## src/rtl/sr_latch_driver.sv

```systemverilog
// sr_latch_driver: valid/ready command front-end that pulses S or R of a NOR SR latch,
// waits a dead-time gap, then confirms Q feedback with done or timeout err.
module sr_latch_driver #(
    parameter int PULSE_W = 2,
    parameter int GAP_W   = 1,
    parameter int TIMEOUT = 8,
    parameter int CNT_W   = 4
) (
    input  logic clk,
    input  logic rst_n,
    input  logic req_valid,
    input  logic req_set,
    output logic req_ready,
    output logic s_out,
    output logic r_out,
    input  logic q_fb,
    output logic busy,
    output logic done,
    output logic err
);
    typedef enum logic [1:0] {IDLE, PULSE, GAP, CHECK} state_t;

    localparam logic [CNT_W-1:0] P_LAST = CNT_W'(PULSE_W - 1);
    localparam logic [CNT_W-1:0] G_LAST = CNT_W'(GAP_W - 1);
    localparam logic [CNT_W-1:0] T_LAST = CNT_W'(TIMEOUT - 1);

    state_t           state_q, state_d;
    logic [CNT_W-1:0] cnt_q, cnt_d;
    logic             cmd_q, cmd_d;
    logic             s_q, s_d, r_q, r_d;
    logic             done_q, done_d, err_q, err_d;
    logic             accept;

    assign req_ready = (state_q == IDLE) && rst_n;
    assign accept    = req_valid && req_ready;
    assign busy      = state_q != IDLE;
    assign s_out     = s_q;
    assign r_out     = r_q;
    assign done      = done_q;
    assign err       = err_q;

    // s_d and r_d are only ever set as a complementary pair, so S=R=1 cannot be registered
    always_comb begin
        state_d = state_q;
        cnt_d   = cnt_q;
        cmd_d   = cmd_q;
        s_d     = 1'b0;
        r_d     = 1'b0;
        done_d  = 1'b0;
        err_d   = 1'b0;
        case (state_q)
            IDLE: begin
                if (accept) begin
                    state_d = PULSE;
                    cnt_d   = '0;
                    cmd_d   = req_set;
                    s_d     = req_set;
                    r_d     = ~req_set;
                end
            end
            PULSE: begin
                if (cnt_q == P_LAST) begin
                    state_d = (GAP_W == 0) ? CHECK : GAP;
                    cnt_d   = '0;
                end else begin
                    cnt_d = cnt_q + 1'b1;
                    s_d   = cmd_q;
                    r_d   = ~cmd_q;
                end
            end
            GAP: begin
                state_d = (cnt_q == G_LAST) ? CHECK : GAP;
                cnt_d   = (cnt_q == G_LAST) ? '0 : cnt_q + 1'b1;
            end
            CHECK: begin
                if (q_fb == cmd_q) begin
                    state_d = IDLE;
                    cnt_d   = '0;
                    done_d  = 1'b1;
                end else if (cnt_q == T_LAST) begin
                    state_d = IDLE;
                    cnt_d   = '0;
                    err_d   = 1'b1;
                end else begin
                    cnt_d = cnt_q + 1'b1;
                end
            end
            default: state_d = IDLE;
        endcase
    end

    always_ff @(posedge clk or negedge rst_n) begin
        if (!rst_n) begin
            state_q <= IDLE;
            cnt_q   <= '0;
            cmd_q   <= 1'b0;
            s_q     <= 1'b0;
            r_q     <= 1'b0;
            done_q  <= 1'b0;
            err_q   <= 1'b0;
        end else begin
            state_q <= state_d;
            cnt_q   <= cnt_d;
            cmd_q   <= cmd_d;
            s_q     <= s_d;
            r_q     <= r_d;
            done_q  <= done_d;
            err_q   <= err_d;
        end
    end
endmodule

```

## config.mk

```make
export PLATFORM = sky130hd
export DESIGN_NAME = sr_latch_driver
export DESIGN_NICKNAME = d
export VERILOG_FILES = /design/src/rtl/sr_latch_driver.sv
export SDC_FILE = /design/constraint.sdc
export NUM_CORES = 1
export LEC_CHECK = 0
export CELL_PAD_IN_SITES_DETAIL_PLACEMENT = 2
export CELL_PAD_IN_SITES_GLOBAL_PLACEMENT = 2
export CORE_ASPECT_RATIO = 0.6
export CORE_UTILIZATION = 31
export DETAILED_ROUTE_END_ITERATION = 7
export HOLD_SLACK_MARGIN = 0.06
export PLACE_DENSITY = 0.73
export SLEW_MARGIN = 10
export SYNTH_ARGS = -nofsm -noshare
export SYNTH_HDL_FRONTEND = slang
export SYNTH_SLANG_ARGS = --single-unit
```

## constraint.sdc

```tcl
create_clock -name clk -period 1.9 [get_ports clk]
set_clock_uncertainty 0.1 [all_clocks]
set_input_delay 0.38 -clock clk [delete_from_list [all_inputs] [get_ports clk]]
set_output_delay 0.38 -clock clk [all_outputs]
set_load 0.02 [all_outputs]
```

==> results of run 1 <==
registers in the layout, indices dropped and copies added, names as in the netlist:
register  count
done          1
cnt_q         4
s_out         1
state_q       2
cmd_q         1
r_out         1
err           1
kinds of logic after synthesis:
group | Yosys count | share of synthesized area [%]
compound gates | 16 | 20.6
xor+xnor | 1 | 1.30
fa+ha+maj | 8 | 14.8
buf+inv | 9 | 5.01
flops | 11 | 40.8
mux | 2 | 3.15
simple gates | 20 | 14.3
worst register-to-register path, cell delays in order, from the launching register on:
cell and delay (ps):
dfrtp_1 400, buf_4 150, ha_4 160, o22a_1 210, a221oi_4 320, a211oi_2 130
a211o_1 280
layout make-up:
type	count	area (µm²)	share of cell area, %
well taps	28	35.0	3.61
clock buffers	4	26.3	2.71
multi-input cells	47	400	41.3
inverters	9	33.8	3.48
repair buffers	23	199	20.5
flip-flops and latches	11	275	28.4
repair_timing:
item / 4_1_cts / 5_1_grt
setup endpoints to repair: 4 / 3
hold buffers: 0 / 0
setup buffers: 0 / 1
pin swaps: 2 / 5
hold endpoints to repair: 0 / 0
cloned: 0 / 0
resized for setup: 7 / 8
power by group:
group | switching, W | total [W] | internal, W
clock | 0.0000842 | 0.000166 | 0.0000816
sequential | 0.0000537 | 0.000362 | 0.000308
combinational | 0.000494 | 0.000951 | 0.000458
total | 0.000631 | 0.00148 | 0.000847
metal layers:
layer | up-vias | routed length, µm | share of wire (%)
li1 | 285 | - | -
met1 | 313 | 1010 | 47
met2 | 13 | 1020 | 48
met3 | 6 | 62 | 2.9
met4 | 0 | 42 | 2.0
met5 | - | 0 | 0
stage by stage:
step	utilization [%]	total power [W]	cell area (µm²)	setup WS [ps]
finish	49.7	0.00148	970	32.9
global route	49.7	0.00158	970	-37.0
CTS	47.9	0.00140	936	13.1
detailed placement	46.1	0.00123	900	-213
global placement	46.1	0.00118	900	-200
floorplan	-	0.000827	674	220
path summary, 6_finish.rpt:
| check | cells after the start | to | slack [ps] |
|---|---|---|---|
| hold / removal | 2 | cnt_q[1] | 340 |
| hold reg to reg | 2 | cmd_q | 480 |
| min in group clk | 2 | cmd_q | 480 |
| setup / recovery | 6 | cnt_q[3] | 30 |
| setup reg to reg | 6 | cnt_q[3] | 30 |
| max in group asynchronous | 2 | cnt_q[0] | 1200 |
placed cells by master (no fill, tap or decap), types with 3 or more instances in the layout:
master	count
dfrtp_1	11
buf_4	11
nand2_1	8
clkdlybuf4s50_1	8
inv_1	7
ha_1	6
nand3_1	4
nor2_1	3
clkbuf_4	3
==> results_dict.tcl, run 1 <==
set metrics [dict create \
    cp_max_fo 4 \
    critPathRequiredTime_ps 1970 \
    startpoint "state_q[0]" \
    grt_pass1_wl_mm 3.28 \
    synth_edf_count 0 \
    wl_mm 2.14 \
    root_buffer "clkbuf_4" \
    synth.yosys.seq_area_share_pct 40.8 \
    grt_max_degree 14 \
    cts_max_path_buffers 2 \
    yosysTopAreaCell "dfrtp_1" \
    max_stage_delay_ps 400 \
    ys.flop_type "dfrtp_1" \
    regToRegStartpoint "state_q[0]" \
    fillers 209 \
    drc 0 \
    vias 617 \
    path_delay_family "compound AO/OA/AOI/OAI gates" \
    cp_data_arrival_time_ps 1940 \
    yosys-top-cells-count "dfrtp_1 (11), inv_1 (9), ha_1 (8), nand2_1 (8), nand3_1 (4)" \
    core_area_um2 1950 \
    relSlewSlack_pct 75.9 \
    crit_chain "buf_4 > ha_4 > o22a_1 > a221oi_4 > a211oi_2 > a211o_1" \
    final_cells 122 \
    outcome "finished clean" \
    power_density_nw_per_um2 1520 \
    drtIter0Drc 15 \
    post-place-cells 117 \
    dieArea_um2 2370 \
    hold_path_class "in2async" \
    finalNetCount 108 \
    ys_warn_count 0 \
    syn_avg_cell_area_um2 10.1 \
    gp_routability_congestion 0.718 \
    grt-ovfl-total 0 \
    worstMarginPinSlew_ps 361 \
    post_drt_via_cell_ratio 5.06 \
    diodes 0 \
    syn_area_um2 674 \
    synth.top_cell.area_share_pct 40.8 \
    start_util_pct 34.6 \
    synthCells 67 \
    async_reset_ff_share_pct 100 \
    synth_area_leaders "dfrtp_1 (41%), ha_1 (15%), inv_1 (5.0%), nand2_1 (4.5%), a221oi_4 (3.9%)" \
    syn_to_final_growth_pct 43.8 \
    period_share_pct 98.3 \
    antenna_found_initial 0 \
    firstDrtPassIters 2 \
    setup_violations 0 \
    crit_buf_inv 1 \
    io_pins 11 \
    crit_slowest_cell "dfrtp_1" \
    met2_usage_pct 34.6 \
    tns_ps 0 \
    postRouteAntennaNets 0 \
    die_w_um 62.2 \
    rsz0062_at_grt "true" \
    fp.dieH_um 38.1 \
    maxCapViolations 0 \
    power.leakage_nw 0.461 \
    cp-start-kind "register" \
    hold_viol 0 \
    grt.total_usage_pct 19.4 \
    drive_gt1_share_pct 29.8 \
    grtUsageMet1_pct 23.3 \
    h-tree-depth 1 \
    insertion_delay_ps 280 \
    wl_per_cell_um 17.5 \
    min_period_ps 1870 \
    max_freq_ghz 0.536 \
    cts_sinks 11 \
    numPortBuffers 10 \
    criticalPathCategory "reg2reg" \
    grt_use_met3_pct 4.76 \
    cts_made_buffers 3 \
    ys_seq_elements 11 \
    grt_pass1_vias 699 \
    clk_pin_slew_ps 80 \
    rows 12 \
    dp_hpwl_mm 1.62 \
    yosysMostFrequentCell "dfrtp_1" \
    tritoncts "yes" \
    hold_slack_ps 339 \
    busiest_layer "met2" \
    synth.distinct_cells 26 \
    syn_nets 80 \
    drv_slew 0 \
    end_kind "register" \
    irDropWorstVdd_mv 0.688 \
]
Note: power is estimated with default switching activity, not from simulation.
==> inputs of run 2 (changes only) <==
--- a/config.mk
+++ b/config.mk
@@ -7,8 +7,8 @@
 export LEC_CHECK = 0
 export CELL_PAD_IN_SITES_DETAIL_PLACEMENT = 2
 export CELL_PAD_IN_SITES_GLOBAL_PLACEMENT = 2
-export CORE_ASPECT_RATIO = 0.6
 export CORE_UTILIZATION = 31
+export CTS_BUF_LIST = sky130_fd_sc_hd__clkbuf_4 sky130_fd_sc_hd__clkbuf_8 sky130_fd_sc_hd__clkbuf_16
 export DETAILED_ROUTE_END_ITERATION = 7
 export HOLD_SLACK_MARGIN = 0.06
 export PLACE_DENSITY = 0.73
==> run 2 against run 1 <==
Effect of this change: register-to-register slack hardly changed; flip-flop and latch count stayed put; utilization is 1.7 points lower; critical path type unchanged.
==> results_dict.tcl, run 2 (same netlist as run 1, synthesis figures left out) <==
set metrics [dict create \
    regToRegStartpoint "state_q[1]" \
    cts_sinks 11 \
    tritoncts "yes" \
    grt.total_usage_pct 17.2 \
    end_kind "register" \
    reg2reg_depth 7 \
    rsz0062_at_grt "true" \
    drive_gt1_share_pct 31.9 \
    final_common_cell "buf_4" \
    criticalPathCategory "reg2reg" \
    maxCapViolations 0 \
    hold_viol 0 \
    antenna_found_initial 0 \
    grt_pass1_wl_mm 3.05 \
    post-place-cells 116 \
    endpoint "cnt_q[3]" \
    fp.dieH_um 48.6 \
    dieArea_um2 2370 \
    cts_made_buffers 3 \
    fillers 218 \
    worstMarginPinSlew_ps 346 \
    cp-start-kind "register" \
    period_share_pct 98.0 \
    tns_ps 0 \
    h-tree-depth 1 \
    postRouteAntennaNets 0 \
    wl_met2_mm 1.02 \
    met3_wirelength_um 29 \
    drtIter0Drc 2 \
    grt_pass1_vias 681 \
    root_buffer "clkbuf_4" \
    power.leakage_nw 0.460 \
    layout_common_cells "buf_4 (13), dfrtp_1 (11), nand2_1 (8), clkdlybuf4s50_1 (8), inv_1 (7)" \
    hold_path_class "in2async" \
    wl_mm 1.92 \
    postCtsHoldBufs 0 \
    firstDrtPassIters 4 \
    top_regs "cnt_q: 4 flops, state_q: 2 flops" \
    diodes 0 \
    hold_slack_ps 348 \
    largest_register "cnt_q" \
    cp_max_fo 4 \
    clk_pin_slew_ps 80 \
    vias 583 \
    drv_slew 0 \
    wl_met1_um 850 \
    post_drt_via_cell_ratio 4.82 \
    min_period_ps 1860 \
    gp_routability_congestion 0.740 \
    core_area_um2 2000 \
    numPortBuffers 10 \
    critPathRequiredTime_ps 1960 \
    routed.top_layer "met4" \
    setup_violations 0 \
    r2r_setup_slack_ps 40 \
    power_density_nw_per_um2 1530 \
    drc 0 \
    relSlewSlack_pct 76.9 \
    grt_max_degree 14 \
    irDropWorstVdd_mv 0.645 \
    cts_max_path_buffers 2 \
    finalNetCount 108 \
    wl_per_cell_um 15.8 \
    start_util_pct 33.7 \
    io_pins 11 \
    insertion_delay_ps 270 \
    grt-ovfl-total 0 \
    largest_reg_flops 4 \
    startpoint "state_q[1]" \
    die_w_um 48.6 \
    dp_hpwl_mm 1.53 \
    outcome "finished clean" \
    max_freq_ghz 0.537 \
    syn_to_final_growth_pct 42.5 \
    final_cells 121 \
    rows 16 \
    cp_data_arrival_time_ps 1920 \
    r2r_end "cnt_q[3]" \
]
[run 2: worst max-delay path, stage by stage (launching register included)]
cell      delay, ps
dfrtp_1         390
inv_2            50
buf_4           140
ha_4            170
o22a_1          210
a221oi_4        310
a211oi_2        120
a211o_1         270
[run 2: power breakdown]
part	total, W	leakage (nW)	switching [W]	internal (W)
clock	0.000176	0.0184	0.0000807	0.0000955
sequential	0.000367	0.145	0.0000593	0.000308
combinational	0.000929	0.296	0.000480	0.000449
total	0.00147	0.460	0.000620	0.000853
[run 2: timing repair]
action                     4_1_cts  5_1_grt
hold endpoints to repair         0        0
pin swaps                        2        4
setup endpoints to repair        3        4
cloned                           0        0
setup buffers                    0        1
gates resized for setup         10        6
[run 2: how the worst min path moves through the flow]
stage | end | from | slack (ps)
CTS | done | rst_n | 360
detailed placement | r_out | cmd_q | 430
global placement | r_out | cmd_q | 420
finish | done | rst_n | 350
global route | cmd_q | rst_n | 370
floorplan | cmd_q | rst_n | -20
[run 2: layer usage]
metal  vias up  global-route usage, %
met4         0                   8.82
li1        287                      -
met1       286                   19.1
met5         -                      0
met3         2                   1.57
met2         8                   32.2
[run 2: layout make-up]
cell class / instances / area [µm²] / area share (%)
clock buffers: 4 / 30.0 / 3.12
inverters: 9 / 33.8 / 3.52
repair buffers: 23 / 188 / 19.5
multi-input cells: 47 / 400 / 41.7
flip-flops and latches: 11 / 275 / 28.6
well taps: 27 / 33.8 / 3.52
[run 2: through the flow]
step	cell area, µm²	power (W)	utilization, %	setup slack [ps]
3_5_place_dp	898	0.00124	44.9	-270
6_report	961	0.00147	48.0	38.3
3_3_place_gp	898	0.00118	44.9	-221
4_1_cts	941	0.00143	47.0	12.6
5_1_grt	961	0.00157	48.0	-32.7
2_1_floorplan	674	0.000827	-	220
==> inputs of run 3 (changes only) <==
--- a/config.mk
+++ b/config.mk
@@ -5,10 +5,10 @@
 export SDC_FILE = /design/constraint.sdc
 export NUM_CORES = 1
 export LEC_CHECK = 0
+export ABC_CLOCK_PERIOD_IN_PS = 1900
 export CELL_PAD_IN_SITES_DETAIL_PLACEMENT = 2
 export CELL_PAD_IN_SITES_GLOBAL_PLACEMENT = 2
 export CORE_UTILIZATION = 31
-export CTS_BUF_LIST = sky130_fd_sc_hd__clkbuf_4 sky130_fd_sc_hd__clkbuf_8 sky130_fd_sc_hd__clkbuf_16
 export DETAILED_ROUTE_END_ITERATION = 7
 export HOLD_SLACK_MARGIN = 0.06
 export PLACE_DENSITY = 0.73
==> run 3 against run 2 <==
Effect of this change: via count stayed put; critical endpoint unchanged; cell count stayed put; count of clock-buffer cells in the layout stayed put; register-to-register slack hardly changed; first-iteration DRC count is 50% higher; cell area is 0.39% lower; flip-flop and latch count stayed put; combinational power hardly changed; utilization is 0.19 points lower; largest cell class unchanged; die area stayed put; critical path depth stayed put.
==> results_dict.tcl, run 3 (same netlist as run 1, synthesis figures left out) <==
set metrics [dict create \
    outcome "finished clean" \
    die_w_um 48.6 \
    rows 16 \
    tritoncts "yes" \
    final_common_cell "buf_4" \
    io_pins 11 \
    post-route-util_pct 47.8 \
    clk_pin_slew_ps 80 \
    grt_pass1_vias 678 \
    critPathRequiredTime_ps 1960 \
    post_drt_via_cell_ratio 4.82 \
    dieArea_um2 2370 \
    grt_pass1_wl_mm 3.01 \
    max_freq_ghz 0.535 \
    layout_common_cells "buf_4 (13), dfrtp_1 (11), nand2_1 (8), clkdlybuf4s50_1 (8), inv_1 (7)" \
    grt_max_degree 14 \
    postCtsHoldBufs 0 \
    maxCapViolations 0 \
    drtIter0Drc 3 \
    vias 583 \
    cts_sinks 11 \
    drv_slew 0 \
    h-tree-depth 1 \
    largest_reg_flops 4 \
    max_stage_delay_ps 390 \
    numPortBuffers 10 \
    crit_buf_inv 2 \
    worstMarginPinSlew_ps 346 \
    finalNetCount 108 \
    drc 0 \
    firstDrtPassIters 4 \
    power.leakage_nw 0.457 \
    cts_max_path_buffers 2 \
    core_area_um2 2000 \
    setup_violations 0 \
    postRouteAntennaNets 0 \
    grt-ovfl-total 0 \
    antenna_found_initial 0 \
    hold_slack_ps 348 \
    wl_per_cell_um 15.9 \
    hold_path_class "in2async" \
    crit_chain "inv_2 > buf_4 > ha_4 > o22a_1 > a221oi_4 > a211oi_2 > a211o_1" \
    end_kind "register" \
    relSlewSlack_pct 76.9 \
    fp.dieH_um 48.6 \
    hold_viol 0 \
    cp_data_arrival_time_ps 1930 \
    cp-start-kind "register" \
    largest_register "cnt_q" \
    wl_mm 1.92 \
    tns_ps 0 \
    crit_slowest_cell "dfrtp_1" \
    insertion_delay_ps 270 \
    min_period_ps 1870 \
    period_share_pct 98.4 \
    cts_made_buffers 3 \
    power_density_nw_per_um2 1530 \
    rsz0062_at_grt "true" \
    top_regs "cnt_q: 4 flops, state_q: 2 flops" \
    criticalPathCategory "reg2reg" \
    root_buffer "clkbuf_4" \
    gp_routability_congestion 0.740 \
    dp_hpwl_mm 1.53 \
    start_util_pct 33.7 \
    grt.total_usage_pct 17.0 \
    syn_to_final_growth_pct 41.9 \
    cp_max_fo 4 \
    path_delay_family "compound AO/OA/AOI/OAI gates" \
    diodes 0 \
    irDropWorstVdd_mv 0.645 \
    drive_gt1_share_pct 30.9 \
]
run 3: cell counts in the layout (fill, tap and decap cells not counted):
No cell type changed its count.
run 3: metrics by stage:
step	std cells	setup slack, ps	total power, W	instance area [µm²]
final	121	29.8	0.00146	957
after detailed placement	116	-270	0.00124	898
after global routing	121	-30.9	0.00156	957
after global placement	116	-221	0.00118	898
after CTS	120	11.1	0.00142	937
after floorplan	67	220	0.000827	674
run 3: cell type report:
type,instances,area [µm²]
flip-flops and latches,11,275
fillers,223,1040
clock buffers,4,26.3
inverters,9,33.8
repair buffers,23,188
well taps,27,33.8
multi-input cells,47,400
run 3: layer usage:
layer,GRT usage (%),up-vias,wire (µm)
met5,0,-,0
met4,8.82,0,15
met3,1.57,2,29
met2,31.9,8,1010
met1,18.7,286,865
li1,-,287,-
run 3: path summary, 6_finish.rpt:
path                             from    endpoint  slack (ps)  depth (start not counted)
setup / recovery           state_q[1]    cnt_q[3]          30                          7
hold / removal                  rst_n        done         350                          2
setup reg to reg           state_q[1]    cnt_q[3]          30                          7
hold reg to reg                 cmd_q       r_out         450                          1
max in group asynchronous       rst_n  state_q[0]        1200                          2
min in group clk                cmd_q       r_out         450                          1
run 3: worst reg2reg max path, cell delays in order, from the launching register on:
cell	delay (ps)
dfrtp_1	390
inv_2	50
buf_4	140
ha_4	170
o22a_1	210
a221oi_4	310
a211oi_2	120
a211o_1	270
run 3: where the power goes:
| group | leakage [nW] | total (W) | switching (W) | internal [W] |
|---|---|---|---|---|
| Sequential | 0.145 | 0.000368 | 0.0000599 | 0.000308 |
| Clock | 0.0150 | 0.000166 | 0.0000843 | 0.0000813 |
| Combinational | 0.296 | 0.000929 | 0.000479 | 0.000449 |
run 3: repair_timing:
| action | in CTS | in global routing |
|---|---|---|
| endpoints found under the setup margin | 3 | 4 |
| pin swaps | 2 | 4 |
| setup buffers | 0 | 1 |
| endpoints found under the hold margin | 0 | 0 |
| gates resized for setup | 10 | 6 |
